## src/rtl/pmp_seq_checker.sv

```systemverilog
// Sequential PMP checker: scans one PMP entry per cycle through a single address comparator.
// Define PMP_FIXED_LATENCY_EN to always scan every entry (fixed latency) instead of exiting early.

module addr_check_n (
  input  logic [31:0] addr,
  input  logic [1:0]  size,
  input  logic [31:0] addr_n,
  input  logic [31:0] addr_n_1,
  input  logic [1:0]  a_n,
  output logic        match
);
  logic [33:0] lo_b, hi_b, base, top;
  logic [31:0] keep;

  // An access matches only if every byte it touches lies inside the region.
  always_comb begin
    lo_b = {2'b00, addr};
    case (size)
      2'b00:   hi_b = lo_b;
      2'b01:   hi_b = lo_b + 34'd1;
      default: hi_b = lo_b + 34'd3;
    endcase
    base  = {addr_n_1, 2'b00};
    top   = {addr_n, 2'b00};
    // NAPOT: trailing ones plus the zero above them are don't-care bits.
    keep  = ~(addr_n ^ (addr_n + 32'd1));
    match = 1'b0;
    case (a_n)
      2'b01:   match = (lo_b >= base) && (hi_b < top);
      2'b10:   match = (lo_b[33:2] == addr_n) && (hi_b[33:2] == addr_n);
      2'b11:   match = ((lo_b[33:2] & keep) == (addr_n & keep)) &&
                       ((hi_b[33:2] & keep) == (addr_n & keep));
      default: match = 1'b0;
    endcase
  end
endmodule


```

## config.mk

```make
export PLATFORM = sky130hd
export DESIGN_NAME = addr_check_n
export DESIGN_NICKNAME = d
export VERILOG_FILES = /design/src/rtl/pmp_seq_checker.sv
export SDC_FILE = /design/constraint.sdc
export NUM_CORES = 1
export LEC_CHECK = 0
export CAP_MARGIN = 20
export CORE_MARGIN = 1.5
export CORE_UTILIZATION = 40
export DETAILED_ROUTE_END_ITERATION = 10
export GPL_TIMING_DRIVEN = 0
export PLACE_DENSITY = 0.65
export SLEW_MARGIN = 15
export SYNTH_ARGS = -nofsm -noshare
export SYNTH_HDL_FRONTEND = slang
export SYNTH_SLANG_ARGS = --single-unit
```

## constraint.sdc

```tcl
create_clock -name vclk -period 16.81
set_clock_uncertainty 0.05 [all_clocks]
set_input_delay 3.362 -clock vclk [all_inputs]
set_output_delay 3.362 -clock vclk [all_outputs]
set_load 0.02 [all_outputs]
```

# After elaboration in Yosys (flattened, before gate mapping)
# Index checks and enable logic that the tools add are counted.
[word_totals] regBits=0 latchBits=0 ram_bits=0 rom_bits=0 input_bits=100 out_inout_bits=1 mem_count=0
[classes] add_sub_neg=3 multipliers=0 n_div=0 magnitude_cmp=2 n_eq_ne=8 n_shift=0 mux=2 n_bitwise=5 n_reduce_logical=4
[ops] cell="$eq A32 B32 Y1" count=3
[ops] cell="$pmux W33 S2" count=1
[ops] cell="$and A32 B32 Y32" count=2
[ops] cell="$ge A32 B34 Y1" count=1
[ops] cell="$lt A34 B34 Y1" count=1
[ops] cell="$add A32 B1 Y33 const B" count=1
[ops] cell="$add A32 B2 Y33 const B" count=1
[ops] cell="$add A32 B1 Y32 const B" count=1
[ops] cell="$and A30 B32 Y32" count=1
[ops] cell="$eq A30 B32 Y1" count=1
[ops] cell="$not A32 Y32" count=1
[ops] cell="$xor A32 B32 Y32" count=1
[ops] cell="$eq A2 B1 Y1 const B" count=2
[ops] cell="$eq A2 B2 Y1 const B" count=2
[ops] cell="$logic_and A1 B1 Y1" count=3
[ops] cell="$pmux W1 S3" count=1
[ops] cell="$logic_not A2 Y1" count=1

# Depth between registers and ports, before layout
[logic_depth] ltp_word=7 mapped_depth=20 depth_no_buf=19

# Worst setup path before layout
# No wires, ideal clock.
[synth_path] path_type="input-to-output" start="in addr_n[7]" end="out match" arrival_ns=6.761 path_slack_ns=6.637 path_stages=19 n_path_buf=1 path_cell_list="buf_2 -> nand2_1 -> nor4_1 -> nand3_1 -> nor2_1 -> inv_1 -> nor2_1 -> nand3_1 -> nor2_1 -> nand2_1 -> ha_1 -> xnor2_1 -> a222oi_1 -> nand3_1 -> a211oi_1 -> nand4_1 -> a2111oi_0 -> nand4_1 -> o41ai_2"
[synth_via] elab_chain_len=7
[synth_lines] element="start, declared" line_no="7" source="input logic [31:0] addr_n,"
[synth_lines] element="$add A32 B1 Y32" line_no="26" source="keep = ~(addr_n ^ (addr_n + 32'd1));"
[synth_lines] element="$xor A32 B32 Y32" line_no="26"
[synth_lines] element="$not A32 Y32" line_no="26"
[synth_lines] element="$and A30 B32 Y32 (tied with other cells)" line_no="31" source="2'b11: match = ((lo_b[33:2] & keep) == (addr_n & keep)) &&"
[synth_lines] element="$eq A32 B32 Y1 (on tied branches)" line_no="31, 32"
[synth_lines] element="$logic_and A1 B1 Y1" line_no="31"
[synth_lines] element="$pmux W1 S3 *" line_no="28" source="case (a_n)"
[synth_lines] element="end, declared" line_no="10" source="output logic match"
# Every way passes the cells marked *; elsewhere a longest branch is shown, timed or not.

# Worst setup path in the final report
# Ends and elaborated chain as after synthesis.

==> results_dict.tcl <==
set metrics [dict create \
    postRouteAntennaNets 0 \
    end_kind "primary output" \
    track_usage 0.254 \
    peakVddDrop_uv 13.2 \
    post-place-ws_ns 4.21 \
    startpoint_type "primary input" \
    critical_path.max_fanout 6 \
    syn_area_um2 4760 \
    avgSynthCellArea_um2 7.23 \
    core_um2 11500 \
    fmax_ghz 0.0787 \
    setup_viol 0 \
    fill_cells 1140 \
    grt_max_degree 11 \
    power_density_nw_per_um2 25.0 \
    fin_crit_ns 12.71 \
    cp_slowest_cell "clkdlybuf4s50_1" \
    worstSetupPathType "primary input to primary output" \
    path_cells "clkdlybuf4s50_1, buf_2, nand2_1, nor4_1, nand3_1, nor2_1, inv_1, nor2_1, nand3_1, nor2_1, nand2_1, ha_1, xnor2_1, nor2b_1, xnor2_1, nand4_1, nor3_1, nand4_1, a2111oi_0, nand4_1, o41ai_2, clkdlybuf4s50_1" \
    start_util 0.413 \
    fin_util 0.516 \
    drive_above_1_share 0.0514 \
    die_area_um2 12600 \
    post-cts-setup-buffers 0 \
    ctsHoldBuffers 0 \
    grt_pass1_wl_um 25700 \
    dp_hpwl_um 14100 \
    routedWlPerCell_um 17.7 \
    first_iter_violations 332 \
    antenna_found_initial 0 \
    grt_remaining_overflow 0 \
    drv_cap 0 \
    worst_slack_ns 4.10 \
    post-route-period-util 0.756 \
    slew_viol_final 0 \
    yosys_warnings 0 \
    min_path_type "primary input to primary output" \
    multi_input_area_um2 4390 \
    viasPerCell 5.67 \
    die_h_um 112 \
    syn_to_final_growth_pct 25.0 \
    io_pins 101 \
    fp.dieW_um 112 \
    globalplace.congestion 0.949 \
    leakage_uw 0.00257 \
    remaining_drc_errors 4 \
    finalSetupTns_ns 0 \
    nets 954 \
    synthCells 658 \
    synth_cell_types 65 \
    first_global_vias 5138 \
    finalHoldViolCount 0 \
    hold_start "addr_n[31]" \
    seq_cells 0 \
    worstPathArrival_ns 9.30 \
    relSlewSlack 0.444 \
    port_buffers 101 \
    tightest_slew_ns 0.813 \
    syn_nets 851 \
    num_rows 39 \
    seq_area_um2 0 \
    cp.required_ns 13.40 \
    startpoint "addr_n[7]" \
    clkbuf_count 0 \
    yosysSeqAreaShare 0 \
    n_antenna_cell 0 \
    p_total_uw 149 \
    ctsResizeCount 0 \
    outcome "complete, but fails checks" \
    violations "design-rule violations" \
    grt_setup_unrepaired "false" \
    dp_cells 902 \
    vias 5112 \
    final_cells 902 \
    routed_wl_um 15900 \
    dr.pass1.iters 8 \
    cp_slowest_stage_delay_ns 0.68 \
]
[cells in the mapped netlist (4+ instances only)]
cell type | count | share of area
nand4_1 | 31 | 0.041
or3_1 | 6 | 0.0079
ha_1 | 93 | 0.24
nand2b_1 | 11 | 0.014
xor2_1 | 76 | 0.14
nand2_1 | 57 | 0.045
inv_2 | 10 | 0.0079
nor2b_1 | 14 | 0.018
nand3_1 | 25 | 0.026
a21oi_1 | 22 | 0.023
clkbuf_1 | 5 | 0.0039
xnor2_1 | 54 | 0.099
a211oi_1 | 7 | 0.011
a21o_1 | 16 | 0.025
buf_2 | 6 | 0.0063
nor2_1 | 31 | 0.024
o21ai_0 | 20 | 0.021
o21a_1 | 5 | 0.0079
mux2i_1 | 4 | 0.0084
nor4_1 | 16 | 0.021
nor3_1 | 16 | 0.017
and4_1 | 4 | 0.0074
inv_1 | 68 | 0.054
[final timing paths]
check             depth (start not counted)  endpoint  slack, ns
setup / recovery                         22     match       4.10
hold / removal                            6     match       8.20
[worst max-delay path: cells and delay by family]
family                     cells  cell delay (ns)
and+or+nand+nor               13             2.71
xor gates and xnor gates       2             0.50
adders and majority gates      1             0.30
AOI/OAI and AO/OA              2             1.00
buffers and inverters          4             1.43
[power by group]
group | switching [uW] | internal [uW]
logic | 80.0 | 68.5
clock network | 0 | 0
registers | 0 | 0
[cells by family (layout without fill, tap and decap cells)]
logic type      count (synthesis)  in the layout  share of synthesized area
xor+xnor                      131            131                      0.243
buf+inv                        92            193                     0.0768
fa+ha+maj                      93             93                      0.245
simple gates                  238            238                      0.283
compound gates                 99             99                      0.142
mux                             5              5                     0.0108
[metal layers]
metal  global-route usage  up-vias  share of wire
met1                0.334     2361           0.44
met3               0.0254       34          0.070
met4               0.0751        0          0.037
met2                0.441      185           0.46
met5                    0        -              0
li1                     -     2532              -
[area by class of cell]
type / instances / area share
Buffer: 14 / 0.0122
Inverter: 78 / 0.0492
Multi-Input combinational cell: 566 / 0.738
Tap cell: 143 / 0.0301
Timing Repair Buffer: 101 / 0.170
[placed cells by master (no fill, tap or decap), drive strengths merged, types with 22 or more instances in the layout]
cell           count
nand2             58
nand3             26
ha                93
o21ai             24
inv               78
xnor2             55
nand4             33
clkdlybuf4s50    101
xor2              76
nor2              32
a21oi             22
[through the flow]
stage          hold WS (ns)  area, um^2
4_1_cts                8.20        5950
3_5_place_dp           8.19        5950
6_report               8.20        5950
5_1_grt                8.26        5950
3_3_place_gp           8.20        5950
2_1_floorplan          6.98        4760
(Power assumes the default switching activity.)
